[src/rtl/vx_writeback_arbiter_pkg.sv]
// -----------------------------------------------------------------------------
// vx_writeback_arbiter_pkg
//
// Purpose:
//   Shared core-configuration constants and the writeback payload type. The
//   scoreboard, the commit units and the writeback arbiter all use the same
//   payload layout, so it is defined once here.
//
// Contents:
//   NUM_WARPS / NUM_THREADS / NUM_REGS : core configuration
//   WID_W / RD_W / DATA_W              : derived field widths
//   wb_payload_t                       : one writeback beat (minus valid)
//   idx_width()                        : index width for an N-entry selector
// -----------------------------------------------------------------------------
package vx_writeback_arbiter_pkg;

    localparam int unsigned NUM_WARPS   = 4;
    localparam int unsigned NUM_THREADS = 4;
    localparam int unsigned NUM_REGS    = 32;

    // A single-warp core still carries a one-bit warp id.
    localparam int unsigned WID_W  = (NUM_WARPS > 1) ? $clog2(NUM_WARPS) : 1;
    localparam int unsigned RD_W   = $clog2(NUM_REGS);
    localparam int unsigned DATA_W = NUM_THREADS * 32;

    typedef struct packed {
        logic [WID_W-1:0]       wid;
        logic [31:0]            pc;
        logic [NUM_THREADS-1:0] tmask;
        logic [RD_W-1:0]        rd;
        logic [DATA_W-1:0]      data;
        logic                   eop;
    } wb_payload_t;

    // Width of an index into n entries; never narrower than one bit.
    function automatic int unsigned idx_width(input int unsigned n);
        return (n > 1) ? $clog2(n) : 1;
    endfunction

endpackage

[src/rtl/vx_writeback_arbiter_rr_lock.sv]
// -----------------------------------------------------------------------------
// vx_writeback_arbiter_rr_lock
//
// Purpose:
//   Combinational N-way round-robin arbiter with lock-hold. While i_lock is
//   set the grant is pinned to i_lock_idx whether or not that requester is
//   currently valid. Otherwise the first requester found scanning upward from
//   i_rr_ptr+1 (wrapping modulo N) wins. Holds no state; the owner keeps the
//   lock and pointer registers.
//
// Ports:
//   i_requests     [N]      per-requester request
//   i_lock                  grant is pinned to i_lock_idx
//   i_lock_idx     [IDX_W]  pinned index
//   i_rr_ptr       [IDX_W]  index granted last; its successor has priority
//   o_grant_valid           a grant exists
//   o_grant_idx    [IDX_W]  granted index (0 when no grant)
//   o_grant_onehot [N]      granted index, one-hot (all 0 when no grant)
// -----------------------------------------------------------------------------
module vx_writeback_arbiter_rr_lock
    import vx_writeback_arbiter_pkg::*;
#(
    parameter int unsigned N     = 5,
    parameter int unsigned IDX_W = idx_width(N)
) (
    input  logic [N-1:0]     i_requests,
    input  logic             i_lock,
    input  logic [IDX_W-1:0] i_lock_idx,
    input  logic [IDX_W-1:0] i_rr_ptr,
    output logic             o_grant_valid,
    output logic [IDX_W-1:0] o_grant_idx,
    output logic [N-1:0]     o_grant_onehot
);

    logic [IDX_W-1:0] w_cand;

    always_comb begin
        o_grant_valid  = 1'b0;
        o_grant_idx    = '0;
        o_grant_onehot = '0;
        w_cand         = '0;

        if (i_lock) begin
            o_grant_valid              = 1'b1;
            o_grant_idx                = i_lock_idx;
            o_grant_onehot[i_lock_idx] = 1'b1;
        end else begin
            // Offsets 1..N visit every index once, ending on i_rr_ptr itself.
            for (int unsigned off = 1; off <= N; off++) begin
                w_cand = wrap_add(i_rr_ptr, off);
                if (!o_grant_valid && i_requests[w_cand]) begin
                    o_grant_valid          = 1'b1;
                    o_grant_idx            = w_cand;
                    o_grant_onehot[w_cand] = 1'b1;
                end
            end
        end
    end

    // (base + off) mod N for base < N and off <= N.
    function automatic logic [IDX_W-1:0] wrap_add(input logic [IDX_W-1:0] base,
                                                  input int unsigned off);
        int unsigned sum;
        sum = 32'(base) + off;
        if (sum >= N) begin
            sum = sum - N;
        end
        return IDX_W'(sum);
    endfunction

endmodule

[src/rtl/vx_writeback_arbiter.sv]
// -----------------------------------------------------------------------------
// vx_writeback_arbiter
//
// Purpose:
//   Shares the core writeback port among NUM_REQS commit ports. One requester
//   is chosen per packet by round-robin and keeps the grant until its
//   end-of-packet beat is accepted. The accepted beat is registered into a
//   one-entry elastic stage that drives the register-file write and the
//   scoreboard release. A beat accepted in cycle N is visible in cycle N+1;
//   the stage accepts a new beat in the same cycle it drains, so sustained
//   throughput is one beat per cycle.
//
// Ports:
//   i_clk, i_rst_n                   clock, asynchronous active-low reset
//   i_req_valid / o_req_ready [R]    per-requester beat handshake
//   i_req_wid/pc/tmask/rd/data/eop   per-requester beat payload, flattened
//   o_wb_valid / i_wb_ready          writeback handshake
//   o_wb_wid/pc/tmask/rd/data/eop    registered payload of the accepted beat
//   o_perf_stalls [32]               cycles with a request but no acceptance
// -----------------------------------------------------------------------------
module vx_writeback_arbiter
    import vx_writeback_arbiter_pkg::*;
#(
    parameter int unsigned NUM_REQS = 5
) (
    input  logic                            i_clk,
    input  logic                            i_rst_n,

    input  logic [NUM_REQS-1:0]             i_req_valid,
    output logic [NUM_REQS-1:0]             o_req_ready,
    input  logic [NUM_REQS*WID_W-1:0]       i_req_wid,
    input  logic [NUM_REQS*32-1:0]          i_req_pc,
    input  logic [NUM_REQS*NUM_THREADS-1:0] i_req_tmask,
    input  logic [NUM_REQS*RD_W-1:0]        i_req_rd,
    input  logic [NUM_REQS*DATA_W-1:0]      i_req_data,
    input  logic [NUM_REQS-1:0]             i_req_eop,

    output logic                            o_wb_valid,
    input  logic                            i_wb_ready,
    output logic [WID_W-1:0]                o_wb_wid,
    output logic [31:0]                     o_wb_pc,
    output logic [NUM_THREADS-1:0]          o_wb_tmask,
    output logic [RD_W-1:0]                 o_wb_rd,
    output logic [DATA_W-1:0]               o_wb_data,
    output logic                            o_wb_eop,

    output logic [31:0]                     o_perf_stalls
);

    localparam int unsigned IDX_W = idx_width(NUM_REQS);

    // Arbitration state
    logic             r_locked;
    logic [IDX_W-1:0] r_lock_idx;
    logic [IDX_W-1:0] r_rr_ptr;

    // Output stage
    logic             r_wb_valid;
    wb_payload_t      r_wb;
    logic [31:0]      r_perf_stalls;

    // Grant and handshake
    logic                w_grant_valid;
    logic [IDX_W-1:0]    w_grant_idx;
    logic [NUM_REQS-1:0] w_grant_onehot;
    logic                w_stage_ready;
    logic                w_fire;
    wb_payload_t         w_sel;

    vx_writeback_arbiter_rr_lock #(
        .N     (NUM_REQS),
        .IDX_W (IDX_W)
    ) u_rr_lock (
        .i_requests     (i_req_valid),
        .i_lock         (r_locked),
        .i_lock_idx     (r_lock_idx),
        .i_rr_ptr       (r_rr_ptr),
        .o_grant_valid  (w_grant_valid),
        .o_grant_idx    (w_grant_idx),
        .o_grant_onehot (w_grant_onehot)
    );

    assign w_stage_ready = !r_wb_valid || i_wb_ready;

    // Reset gates ready directly: the stage looks empty during reset, but
    // nothing may be accepted until reset is released.
    assign o_req_ready = (w_grant_valid && w_stage_ready && i_rst_n) ? w_grant_onehot : '0;

    // o_req_ready is one-hot, so this is valid[grant] && ready[grant].
    assign w_fire = |(i_req_valid & o_req_ready);

    // Payload mux driven by the one-hot grant.
    always_comb begin
        w_sel = '0;
        for (int i = 0; i < int'(NUM_REQS); i++) begin
            if (w_grant_onehot[i]) begin
                w_sel.wid   = i_req_wid[i*WID_W +: WID_W];
                w_sel.pc    = i_req_pc[i*32 +: 32];
                w_sel.tmask = i_req_tmask[i*NUM_THREADS +: NUM_THREADS];
                w_sel.rd    = i_req_rd[i*RD_W +: RD_W];
                w_sel.data  = i_req_data[i*DATA_W +: DATA_W];
                w_sel.eop   = i_req_eop[i];
            end
        end
    end

    // Lock / round-robin state. rr_ptr resets to the last index so index 0
    // has first priority.
    always_ff @(posedge i_clk or negedge i_rst_n) begin
        if (!i_rst_n) begin
            r_locked   <= 1'b0;
            r_lock_idx <= '0;
            r_rr_ptr   <= IDX_W'(NUM_REQS - 1);
        end else if (w_fire) begin
            if (w_sel.eop) begin
                r_locked <= 1'b0;
                r_rr_ptr <= w_grant_idx;
            end else begin
                r_locked   <= 1'b1;
                r_lock_idx <= w_grant_idx;
            end
        end
    end

    // Elastic output stage: load on acceptance, empty on drain, hold otherwise.
    always_ff @(posedge i_clk or negedge i_rst_n) begin
        if (!i_rst_n) begin
            r_wb_valid <= 1'b0;
            r_wb       <= '0;
        end else if (w_fire) begin
            r_wb_valid <= 1'b1;
            r_wb       <= w_sel;
        end else if (i_wb_ready) begin
            r_wb_valid <= 1'b0;
        end
    end

    // Wraps naturally at 2^32.
    always_ff @(posedge i_clk or negedge i_rst_n) begin
        if (!i_rst_n) begin
            r_perf_stalls <= '0;
        end else if (|i_req_valid && !w_fire) begin
            r_perf_stalls <= r_perf_stalls + 32'd1;
        end
    end

    assign o_wb_valid    = r_wb_valid;
    assign o_wb_wid      = r_wb.wid;
    assign o_wb_pc       = r_wb.pc;
    assign o_wb_tmask    = r_wb.tmask;
    assign o_wb_rd       = r_wb.rd;
    assign o_wb_data     = r_wb.data;
    assign o_wb_eop      = r_wb.eop;
    assign o_perf_stalls = r_perf_stalls;

    // -------------------------------------------------------------------------
    // Checkers. The idle counter has no functional fanout and is removed by
    // synthesis; it only feeds the deadlock assertion.
    // -------------------------------------------------------------------------
    logic        w_owner_idle;
    logic [13:0] r_idle_cnt;

    assign w_owner_idle = r_locked && |(w_grant_onehot & ~i_req_valid);

    always_ff @(posedge i_clk or negedge i_rst_n) begin
        if (!i_rst_n) begin
            r_idle_cnt <= '0;
        end else if (w_owner_idle) begin
            if (r_idle_cnt != '1) begin
                r_idle_cnt <= r_idle_cnt + 14'd1;
            end
        end else begin
            r_idle_cnt <= '0;
        end
    end

    always_ff @(posedge i_clk) begin
        if (i_rst_n) begin
            assert (r_idle_cnt <= 14'd10000)
            else $error("writeback lock owner %0d idle for over 10000 cycles", r_lock_idx);
        end
    end

    // A raised request must be held until it is accepted.
    for (genvar g = 0; g < NUM_REQS; g++) begin : g_valid_hold
        assert property (@(posedge i_clk) disable iff (!i_rst_n)
                         (i_req_valid[g] && !o_req_ready[g]) |=> i_req_valid[g])
        else $error("requester %0d dropped valid before acceptance", g);
    end

endmodule

[config.mk]
export PLATFORM = sky130hd
export DESIGN_NAME = vx_writeback_arbiter
export DESIGN_NICKNAME = d
export VERILOG_FILES = /design/src/rtl/vx_writeback_arbiter_pkg.sv /design/src/rtl/vx_writeback_arbiter_rr_lock.sv /design/src/rtl/vx_writeback_arbiter.sv
export SDC_FILE = /design/constraint.sdc
export NUM_CORES = 1
export LEC_CHECK = 0
export BUFFER_PORTS_ARGS = -buffer_cell sky130_fd_sc_hd__buf_4
export CAP_MARGIN = 25
export CORE_AREA = 4 4 419 421
export DETAILED_ROUTE_END_ITERATION = 12
export DIE_AREA = 0 0 423 425
export GPL_TIMING_DRIVEN = 0
export SLEW_MARGIN = 20
export SYNTH_ARGS = -nofsm -noshare
export SYNTH_HDL_FRONTEND = slang
export SYNTH_SLANG_ARGS = --single-unit
[constraint.sdc]
create_clock -name i_clk -period 4.2 [get_ports i_clk]
set_input_delay 0.42 -clock i_clk [delete_from_list [all_inputs] [get_ports i_clk]]
set_output_delay 0.42 -clock i_clk [all_outputs]
set_load 0.02 [all_outputs]
* After elaboration in Yosys (flattened, before gate mapping)
Cells that the tools add are included.
Storage, ports and cells: bits in registers 212, input bits 868, logic and storage cells 137
Operators by class: $add $sub $neg 11, magnitude comparators 17, multiplexer cells 67, bitwise logic cells 6, reductions and logical operators 25
Operators with widths (count):
- two-way mux 172 bit | 5
- two-way mux 5 bit | 11
- two-way mux 3 bit | 16
- adder 32 x 1 -> 32 bit, second input constant | 1
- < comparator 3 x 4 -> 1 bit, second input constant | 6
- two-way mux 1 bit | 24
- >= comparator 4 x 3 -> 1 bit, second input constant | 5
- OR 5 bit | 4
- demux 1 bit (select 3 bit) | 6
- >= comparator 3 x 1 -> 1 bit, second input constant | 6
- binary-select mux 1 bit (select 3 bit) | 5
- subtractor 3 bit, second input constant | 5
- logical AND 1 bit | 13
- OR reduction 5 bit | 2
- adder 3 x 2 -> 4 bit, second input constant | 2
- adder 3 x 3 -> 4 bit, second input constant | 2
- logical NOT 1 bit | 6
- bitwise AND 5 bit | 1
- adder 3 x 1 -> 4 bit, second input constant | 1
- AND reduction 2 bit | 2
- nonzero test 2 bit | 1
- logical OR 1 bit | 1
- NOT 1 bit | 1

* Depth between registers and ports, before layout
Gate-level depths: netlist of the first run.
word-level depth 31, depth in mapped cells 20

* Hierarchy
From an unflattened synthesis of the first run, not the netlist that was laid out.
Unflattened totals: cell total of the unflattened synthesis 1964, area, all modules 15503.6 um^2
Modules (own cells, without submodules):
- vx_writeback_arbiter | times used 1, cells an instance 1740, area each 13989.7 um^2
- vx_writeback_arbiter_rr_lock | times used 1, cells an instance 224, area each 1514.0 um^2

* Least setup slack after synthesis of the first run
OpenSTA, ideal clock, no wires.
kind flip-flop to output port, from register r_rr_ptr[1], to output o_req_ready[0], arrival time 4.218 ns, data required time 3.780 ns, setup slack -0.438 ns, stages on the path, launching flop included 16, path through dfrtp_1 > clkbuf_1 > inv_1 > ha_1 > buf_2 > mux2_1 > o32a_1 > o211a_1 > buf_2 > nor4b_1 > o31ai_1 > a21oi_1 > clkbuf_1 > buf_2 > clkbuf_1 > nor2b_1
Between the ends: longest elaborated chain between the ends 27
RTL lines:
- start: declaration | line vx_writeback_arbiter.sv:55 | logic [IDX_W-1:0] r_rr_ptr;
- start signal: assignment | line vx_writeback_arbiter.sv:113 | r_rr_ptr <= IDX_W'(NUM_REQS - 1);
- start signal: assignment | line vx_writeback_arbiter.sv:117 | r_rr_ptr <= w_grant_idx;
- branches (longest 26 deep; another with adder 3 x 1 -> 4 bit)
- two-way mux 5 bit (*) | line vx_writeback_arbiter.sv:87 | assign o_req_ready = (w_grant_valid && w_stage_ready && i_rst_n) ? w_grant_onehot : '0;
- end: declaration | line vx_writeback_arbiter.sv:30 | output logic [NUM_REQS-1:0] o_req_ready,
Every way passes the cells marked *. The select of a mux whose other input is x is not followed.

* Worst setup path after layout of the first run
from register r_rr_ptr[2], to output o_req_ready[2]
The elaborated chain is that of the path after synthesis.

==> results.yml, run 1 <==
power:
  ir_drop_mv: 0.586
  power_switching_mw: 20.4
  power_mw: 38.8
  sw_frac_of_total_pct: 52.7
  seqPwrFrac_pct: 10.5
  p_leak_nw: 12.7
  p_per_area_nw_per_um2: 1260
  power_frac_clock_pct: 8.1
  combPwrFrac_pct: 81.4
  p_int_mw: 18.3
sta:
  period_minus_slack_ns: 4.71
  fin_tns_setup_ns: -57.60
  max_freq_mhz: 213
  finalSetupViolations: 215
  worst_pin_slew_ns: 1.28
  fin_ws_ns: -0.505
  hold_ws_ns: 0.132
  period_share_pct: 112
  slew_violations: 0
  slew_headroom_pct: 14.6
  rsz0062_at_grt: "true"
  hold_viol: 0
  finalClockSkew_ns: 0.0266
clock_tree:
  cts_tree: "done"
  clk_pin_slew_worst_paths_ns: 0.06
  clk_latency_ns: 0.59
  root_buffer: "clkbuf_16"
  cts_buffers: 35
  clockBufferDepth: 3
  cts.sinks: 212
  htreeDepth: 2
floorplan:
  io_pins: 1078
  fp.dieH_um: 425
  die_area_um2: 180000
  die_w_um: 423
  core-area_um2: 171000
  num_rows: 152
  start_util_pct: 7.71
worst_setup_path:
  cp-end-kind: "primary output"
  cp_data_required_time_ns: 3.78
  start_kind: "flip-flop"
  r2r_start: "r_rr_ptr[2]$_DFFE_PN1P_"
  cp_max_fo: 10
  cp.arrival_ns: 4.29
  cp-startpoint: "r_rr_ptr[2]$_DFFE_PN1P_"
  path_class: "flip-flop to primary output"
global_routing:
  antenna_found_initial: 111
  grt_start_max_net_pins: 82
  gr-total-overflow: 0
  grtUsageTotal_pct: 18.6
  grt_pass1_vias: 20000
  grt_pass1_wl_um: 218000
job:
  drv_cap: 0
place:
  post-place-ws_ns: -2.66
  placedCellCount: 4821
  place.detailed.hpwl_um: 149000
  dpl_cell_area_um2: 24500
  port_buffers: 1076
  gp_congestion: 1.04
logic_synthesis:
  syn_nets: 2301
  ys_types: 73
  ys_seq_area_share_pct: 40.1
  yosys_most_used_dff: "dfrtp_1"
  ys_seq_elements: 212
  synth_edf_count: 0
  yosysTopAreaCellShare_pct: 40.0
  async_flop_share_pct: 100
  synth.largest_area_cell: "dfrtp_1"
  synth_warnings: 0
  postSynthAreaPerCell_um2: 9.30
  synthesis.area_um2: 13200
  netlist_top_cells_area: "dfrtp_1 40%, a222oi_1 13%, a22oi_1 9.8%"
  syn_inst: 1421
cells_and_area:
  post_layout_nonfiller_instances: 5076
  layout-drive-gt1-share_pct: 62.1
  final_cell_mix: "1,172 x buf_4, 209 x dfrtp_1, 172 x a222oi_1"
  fillers: 19100
  final_nets: 3580
  area_delta_synth_final_pct: 134
  final_util_pct: 18.0
  final_common_cell: "buf_4"
  finalInstanceArea_um2: 30900
run_status:
  violations: "negative setup slack"
  status: "finished with violations"
route:
  wl_um: 180000
  wire_per_inst_um: 35.5
  vias: 20600
  drc: 0
  drt_iter0_markers: 2922
  dr.pass1.iters: 13
  vias_per_cell: 4.06
  drtAntennaViolNets: 0
worst_hold_path:
  min-delay-start: "i_req_data[599]"
  hold_path.class: "input port to flip-flop"
## power groups by stage
stage               clock network (mW)  registers [mW]  logic (mW)
global placement                     0            3.78        21.6
finish                            3.16            4.06        31.5
detailed placement                   0            3.83        21.9
CTS                               3.27            3.91        29.0
global route                      3.34            4.18        33.1
floorplan                            0            4.71        9.85
## worst max-delay path, cell delays in order, from the launching register on
cell       delay [ns]
dfstp_2          0.54
buf_4            0.20
inv_1            0.20
ha_4             0.36
inv_2            0.04
o2111a_2         0.27
or3_4            0.43
o21a_1           0.22
nand4_1          0.14
a31oi_4          0.12
or2_1            0.24
and2_4           0.16
buf_12           0.14
clkbuf_16        0.19
clkbuf_16        0.17
nor2b_4          0.12
buf_6            0.12
## layout make-up
cell class / count / area (um^2) / share of cell area, %
Antenna cell: 42 / 105 / 0.340
Buffer: 154 / 1840 / 5.97
Clock buffer: 46 / 978 / 3.17
Clock inverter: 15 / 211 / 0.685
Inverter: 14 / 73.8 / 0.239
Multi-Input combinational cell: 1037 / 9150 / 29.6
Sequential cell: 212 / 5310 / 17.2
Tap cell: 2310 / 2890 / 9.36
Timing Repair Buffer: 1246 / 10300 / 33.4
## what timing repair did
action                                  in CTS  in global routing
setup buffers                              102                 33
gates cloned                                19                 11
hold endpoints to repair                    60                  0
gates resized for setup                    542                284
endpoints found under the setup margin     217                216
pin swaps                                   72                104
hold buffers                                 1                  0
## kinds of logic (layout without fill, tap and decap cells)
kind of cell / after synthesis / count (layout) / synth area share, %
AOI/OAI and AO/OA: 621 / 621 / 36.7
and+or+nand+nor: 347 / 347 / 12.5
DFF: 212 / 212 / 40.1
buffers and inverters: 172 / 1475 / 5.43
xor gates and xnor gates: 38 / 38 / 2.52
muxes: 19 / 19 / 1.51
adders and majority gates: 12 / 12 / 1.19
other: 0 / 42 / 0
## registers in the layout, indices dropped and copies added, names as in the netlist
| signal | cells |
|---|---|
| o_wb_valid | 1 |
| r_lock_idx | 3 |
| o_wb_data | 128 |
| o_wb_wid | 2 |
| o_wb_rd | 5 |
| r_rr_ptr | 3 |
| o_perf_stalls | 32 |
| o_wb_tmask | 4 |
| r_locked | 1 |
| o_wb_eop | 1 |
| o_wb_pc | 32 |
## synthesized netlist by cell type (15+ instances only)
cell,instances
a21oi_1,21
nor2_1,186
nand2_1,41
dfrtp_1,211
a22oi_1,172
nor3_1,18
nand3_1,19
o21ai_0,15
a31oi_1,177
a222oi_1,172
clkbuf_1,107
xor2_1,28
buf_2,49
## routing by layer
layer / GRT usage [%] / wire, um / vias to the layer above
met1: 18.8 / 60700 / 10400
met5: 0 / 646 / -
met2: 31.2 / 87200 / 1227
li1: - / - / 8543
met3: 11.6 / 24900 / 323
met4: 6.70 / 6930 / 102
## path summary, 6_finish.rpt
kind	end	cells after the start	slack, ns
worst min register to register	o_perf_stalls[31]$_DFFE_PN0P_	1	0.47
worst max register to register	o_wb_pc[14]$_DFFE_PN0P_	17	-0.50
min in group asynchronous	o_perf_stalls[31]$_DFFE_PN0P_	2	0.40
worst max-delay path	o_req_ready[2]	16	-0.51
max in group asynchronous	o_wb_data[37]$_DFFE_PN0P_	3	2.83
worst min-delay path	o_wb_data[87]$_DFFE_PN0P_	3	0.13
Power figures use the tool's default switching activity.
==> inputs of run 2 (changes only) <==
--- a/config.mk
+++ b/config.mk
@@ -7,11 +7,12 @@
 export LEC_CHECK = 0
 export BUFFER_PORTS_ARGS = -buffer_cell sky130_fd_sc_hd__buf_4
 export CAP_MARGIN = 25
-export CORE_AREA = 4 4 419 421
+export CORE_AREA = 4 4 423 425
 export DETAILED_ROUTE_END_ITERATION = 12
-export DIE_AREA = 0 0 423 425
+export DIE_AREA = 0 0 427 429
 export GPL_TIMING_DRIVEN = 0
 export SLEW_MARGIN = 20
 export SYNTH_ARGS = -nofsm -noshare
 export SYNTH_HDL_FRONTEND = slang
+export SYNTH_HIERARCHICAL = 1
 export SYNTH_SLANG_ARGS = --single-unit
==> run 2 against run 1 <==
Effect of this change: the run still ends with negative setup slack left; largest power group unchanged; power rose by 16%; global-route usage fell by 1.5 points; hold slack got worse by 0.029 ns.
==> results.yml, run 2 <==
run_status:
  status: "finished with violations"
  violations: "negative setup slack"
cells_and_area:
  ff_latch_area_um2: 5310
  finalInstanceArea_um2: 34500
  final_util_pct: 19.7
  fillers: 19600
  post_layout_nonfiller_instances: 5629
  layout-drive-gt1-share_pct: 61.3
  largest_reg_flops: 128
  final_common_cell: "buf_4"
  multi_input_area_um2: 12200
  final_cell_mix: "1,152 x buf_4, 209 x dfrtp_1, 172 x nor2b_1"
  final_nets: 4127
  area_delta_synth_final_pct: 123
route:
  vias: 22400
  drtAntennaViolNets: 0
  dr.pass1.iters: 5
  wire_per_inst_um: 30.2
  drt_iter0_markers: 1413
  drc: 0
  vias_per_cell: 3.98
  wl_um: 170000
place:
  placedCellCount: 5393
  port_buffers: 1077
  place.detailed.hpwl_um: 138000
  gp_congestion: 0.996
  dpl_cell_area_um2: 27900
global_routing:
  grtUsageTotal_pct: 17.1
  gr-total-overflow: 0
  antenna_found_initial: 33
  grt_pass1_wl_um: 210000
  grt_start_max_net_pins: 76
  grt_pass1_vias: 22000
worst_hold_path:
  hold_path_depth: 3
  min-delay-start: "i_req_tmask[19]"
  min_to: "o_wb_tmask[3]$_DFFE_PN0P_"
  hold_path.class: "input port to flip-flop"
sta:
  finalSetupViolations: 217
  slew_violations: 0
  hold_viol: 0
  fin_tns_setup_ns: -146.62
  slew_headroom_pct: 31.6
  hold_ws_ns: 0.103
  finalClockSkew_ns: 0.0235
  worst_pin_slew_ns: 1.03
  period_share_pct: 120
  max_freq_mhz: 198
  fin_ws_ns: -0.838
  period_minus_slack_ns: 5.04
  rsz0062_at_grt: "true"
worst_setup_path:
  r2r_slack_ns: -0.79
  r2r_start: "r_rr_ptr[0]$_DFFE_PN0P_"
  cp_data_required_time_ns: 3.78
  path_class: "flip-flop to primary output"
  cp-end-kind: "primary output"
  crit_top_cell: "clkbuf_16"
  cp_max_fo: 5
  crit-reg2reg-capture: "o_wb_data[25]$_DFFE_PN0P_"
  ff2ff_path_depth: 23
  worst-path-buf-inv: 8
  crit_family: "simple AND/OR/NAND/NOR gates"
  crit_path_top_delay_cell: "or4b_4"
  max_stage_delay_ns: 0.59
  cp.arrival_ns: 4.62
  crit_chain: "clkinv_4 > ha_4 > inv_2 > fa_2 > inv_4 > a211oi_2 > o2111a_1 > or3_4 > or4b_4 > nor2_4 > buf_4 > a2bb2oi_1 > a32oi_4 > clkbuf_16 > clkbuf_16 > clkbuf_16 > and2_4 > buf_6"
  start_kind: "flip-flop"
logic_synthesis:
  postSynthAreaPerCell_um2: 7.89
  syn_nets: 2844
  ys_seq_elements: 212
  yosysTopAreaCellShare_pct: 34.1
  yosys-top-cells-count: "352 x o21ai_0, 211 x dfrtp_1, 204 x nand2_1"
  netlist_top_cells_area: "dfrtp_1 34%, o21ai_0 11%, a221oi_1 9.7%"
  ys_seq_area_share_pct: 34.2
  synthesis.area_um2: 15500
  synth_edf_count: 0
  synth_warnings: 6
  async_flop_share_pct: 100
  yosysMostFrequentCell: "o21ai_0"
  ys_types: 74
  yosys_most_used_dff: "dfrtp_1"
  synth.largest_area_cell: "dfrtp_1"
  syn_inst: 1964
power:
  p_int_mw: 20.7
  p_per_area_nw_per_um2: 1300
  seqPwrFrac_pct: 8.7
  sw_frac_of_total_pct: 53.9
  power_frac_clock_pct: 7.4
  combPwrFrac_pct: 83.9
  power_switching_mw: 24.2
  p_leak_nw: 14.6
  ir_drop_mv: 0.558
floorplan:
  die_area_um2: 183000
  fp.dieH_um: 429
  core-area_um2: 175000
  num_rows: 154
  io_pins: 1078
  die_w_um: 427
  start_util_pct: 8.84
clock_tree:
  cts.sinks: 212
  htreeDepth: 2
  root_buffer: "clkbuf_16"
  cts_buffers: 34
  clk_latency_ns: 0.57
  cts_tree: "done"
  clockBufferDepth: 3
  clk_pin_slew_worst_paths_ns: 0.06
job:
  drv_cap: 0
## run 2: what timing repair did
action	CTS	global route
hold buffers	1	0
setup buffers	65	68
pin swaps	49	220
cloned	5	29
resized for setup	349	755
setup endpoints to repair	217	217
endpoints found under the hold margin	36	0
## run 2: worst max path at each step
| stage | start | to | slack, ns | cells after the start |
|---|---|---|---|---|
| 3_3_place_gp | r_rr_ptr[0]$_DFFE_PN0P_ | o_wb_pc[27]$_DFFE_PN0P_ | -3.89 | 20 |
| 3_5_place_dp | r_rr_ptr[0]$_DFFE_PN0P_ | o_wb_pc[26]$_DFFE_PN0P_ | -2.72 | 21 |
| 2_1_floorplan | r_rr_ptr[0]$_DFFE_PN0P_ | o_wb_data[25]$_DFFE_PN0P_ | -0.23 | 21 |
| 5_1_grt | r_rr_ptr[1]$_DFFE_PN0P_ | o_req_ready[3] | -0.98 | 17 |
| 4_1_cts | r_rr_ptr[0]$_DFFE_PN0P_ | o_req_ready[4] | -0.90 | 19 |
| 6_report | r_rr_ptr[0]$_DFFE_PN0P_ | o_req_ready[3] | -0.84 | 18 |
## run 2: layer usage
metal | vias up | part of all wire (%) | track usage, %
met5 | - | 0.036 | 0
met4 | 10 | 3.7 | 5.11
met3 | 178 | 6.2 | 3.53
met2 | 953 | 51 | 30.7
met1 | 11200 | 39 | 20.4
li1 | 10000 | - | -
## run 2: per-stage QoR
stage               total power, mW  setup slack, ns
floorplan                      18.9           -0.235
global placement               31.7            -3.89
detailed placement             32.0            -2.72
CTS                            39.4           -0.902
global route                   47.4           -0.979
finish                         44.8           -0.838
## run 2: power groups by stage
stage | clock, mW | combinational, mW | sequential, mW
floorplan | 0 | 14.5 | 4.46
global placement | 0 | 28.0 | 3.71
detailed placement | 0 | 28.2 | 3.74
CTS | 3.46 | 32.2 | 3.69
global route | 3.51 | 39.9 | 3.97
finish | 3.32 | 37.6 | 3.90
## run 2: worst reg2reg max path, cell delays in order, from the launching register on
cell       delay [ns]
dfrtp_2          0.43
clkinv_4         0.09
ha_4             0.16
inv_2            0.05
fa_2             0.45
inv_4            0.10
a211oi_2         0.05
o2111a_1         0.25
or3_4            0.38
or4b_4           0.59
nor2_4           0.17
buf_4            0.16
a2bb2oi_1        0.10
a32oi_4          0.33
a222oi_1         0.15
buf_4            0.18
a211oi_4         0.24
buf_6            0.17
clkbuf_16        0.20
clkbuf_16        0.21
buf_8            0.13
buf_6            0.10
o21ai_4          0.09
o21ai_1          0.17
## run 2: final cells by class
| class | count | area share (%) |
|---|---|---|
| inverters | 22 | 0.297 |
| multi-input cells | 1522 | 35.3 |
| diodes | 16 | 0.116 |
| flip-flops and latches | 212 | 15.4 |
| repair buffers | 1254 | 30.5 |
| clock inverters | 17 | 0.729 |
| clock buffers | 45 | 2.92 |
| plain buffers | 201 | 6.22 |
| well taps | 2340 | 8.49 |
## run 2: logic make-up (layout without fill, tap and decap cells)
family                   Yosys count  count (layout)  synth area share (%)
AO/OA/AOI/OAI                    770             770                  33.0
XOR/XNOR                          35              35                  2.03
adder cells (fa/ha/maj)           12              12                  1.02
buffers and inverters            230            1539                  5.72
flip-flops                       212             212                  34.2
multiplexers                      18              18                  1.39
other                              0              16                     0
AND/OR/NAND/NOR                  687             687                  22.6
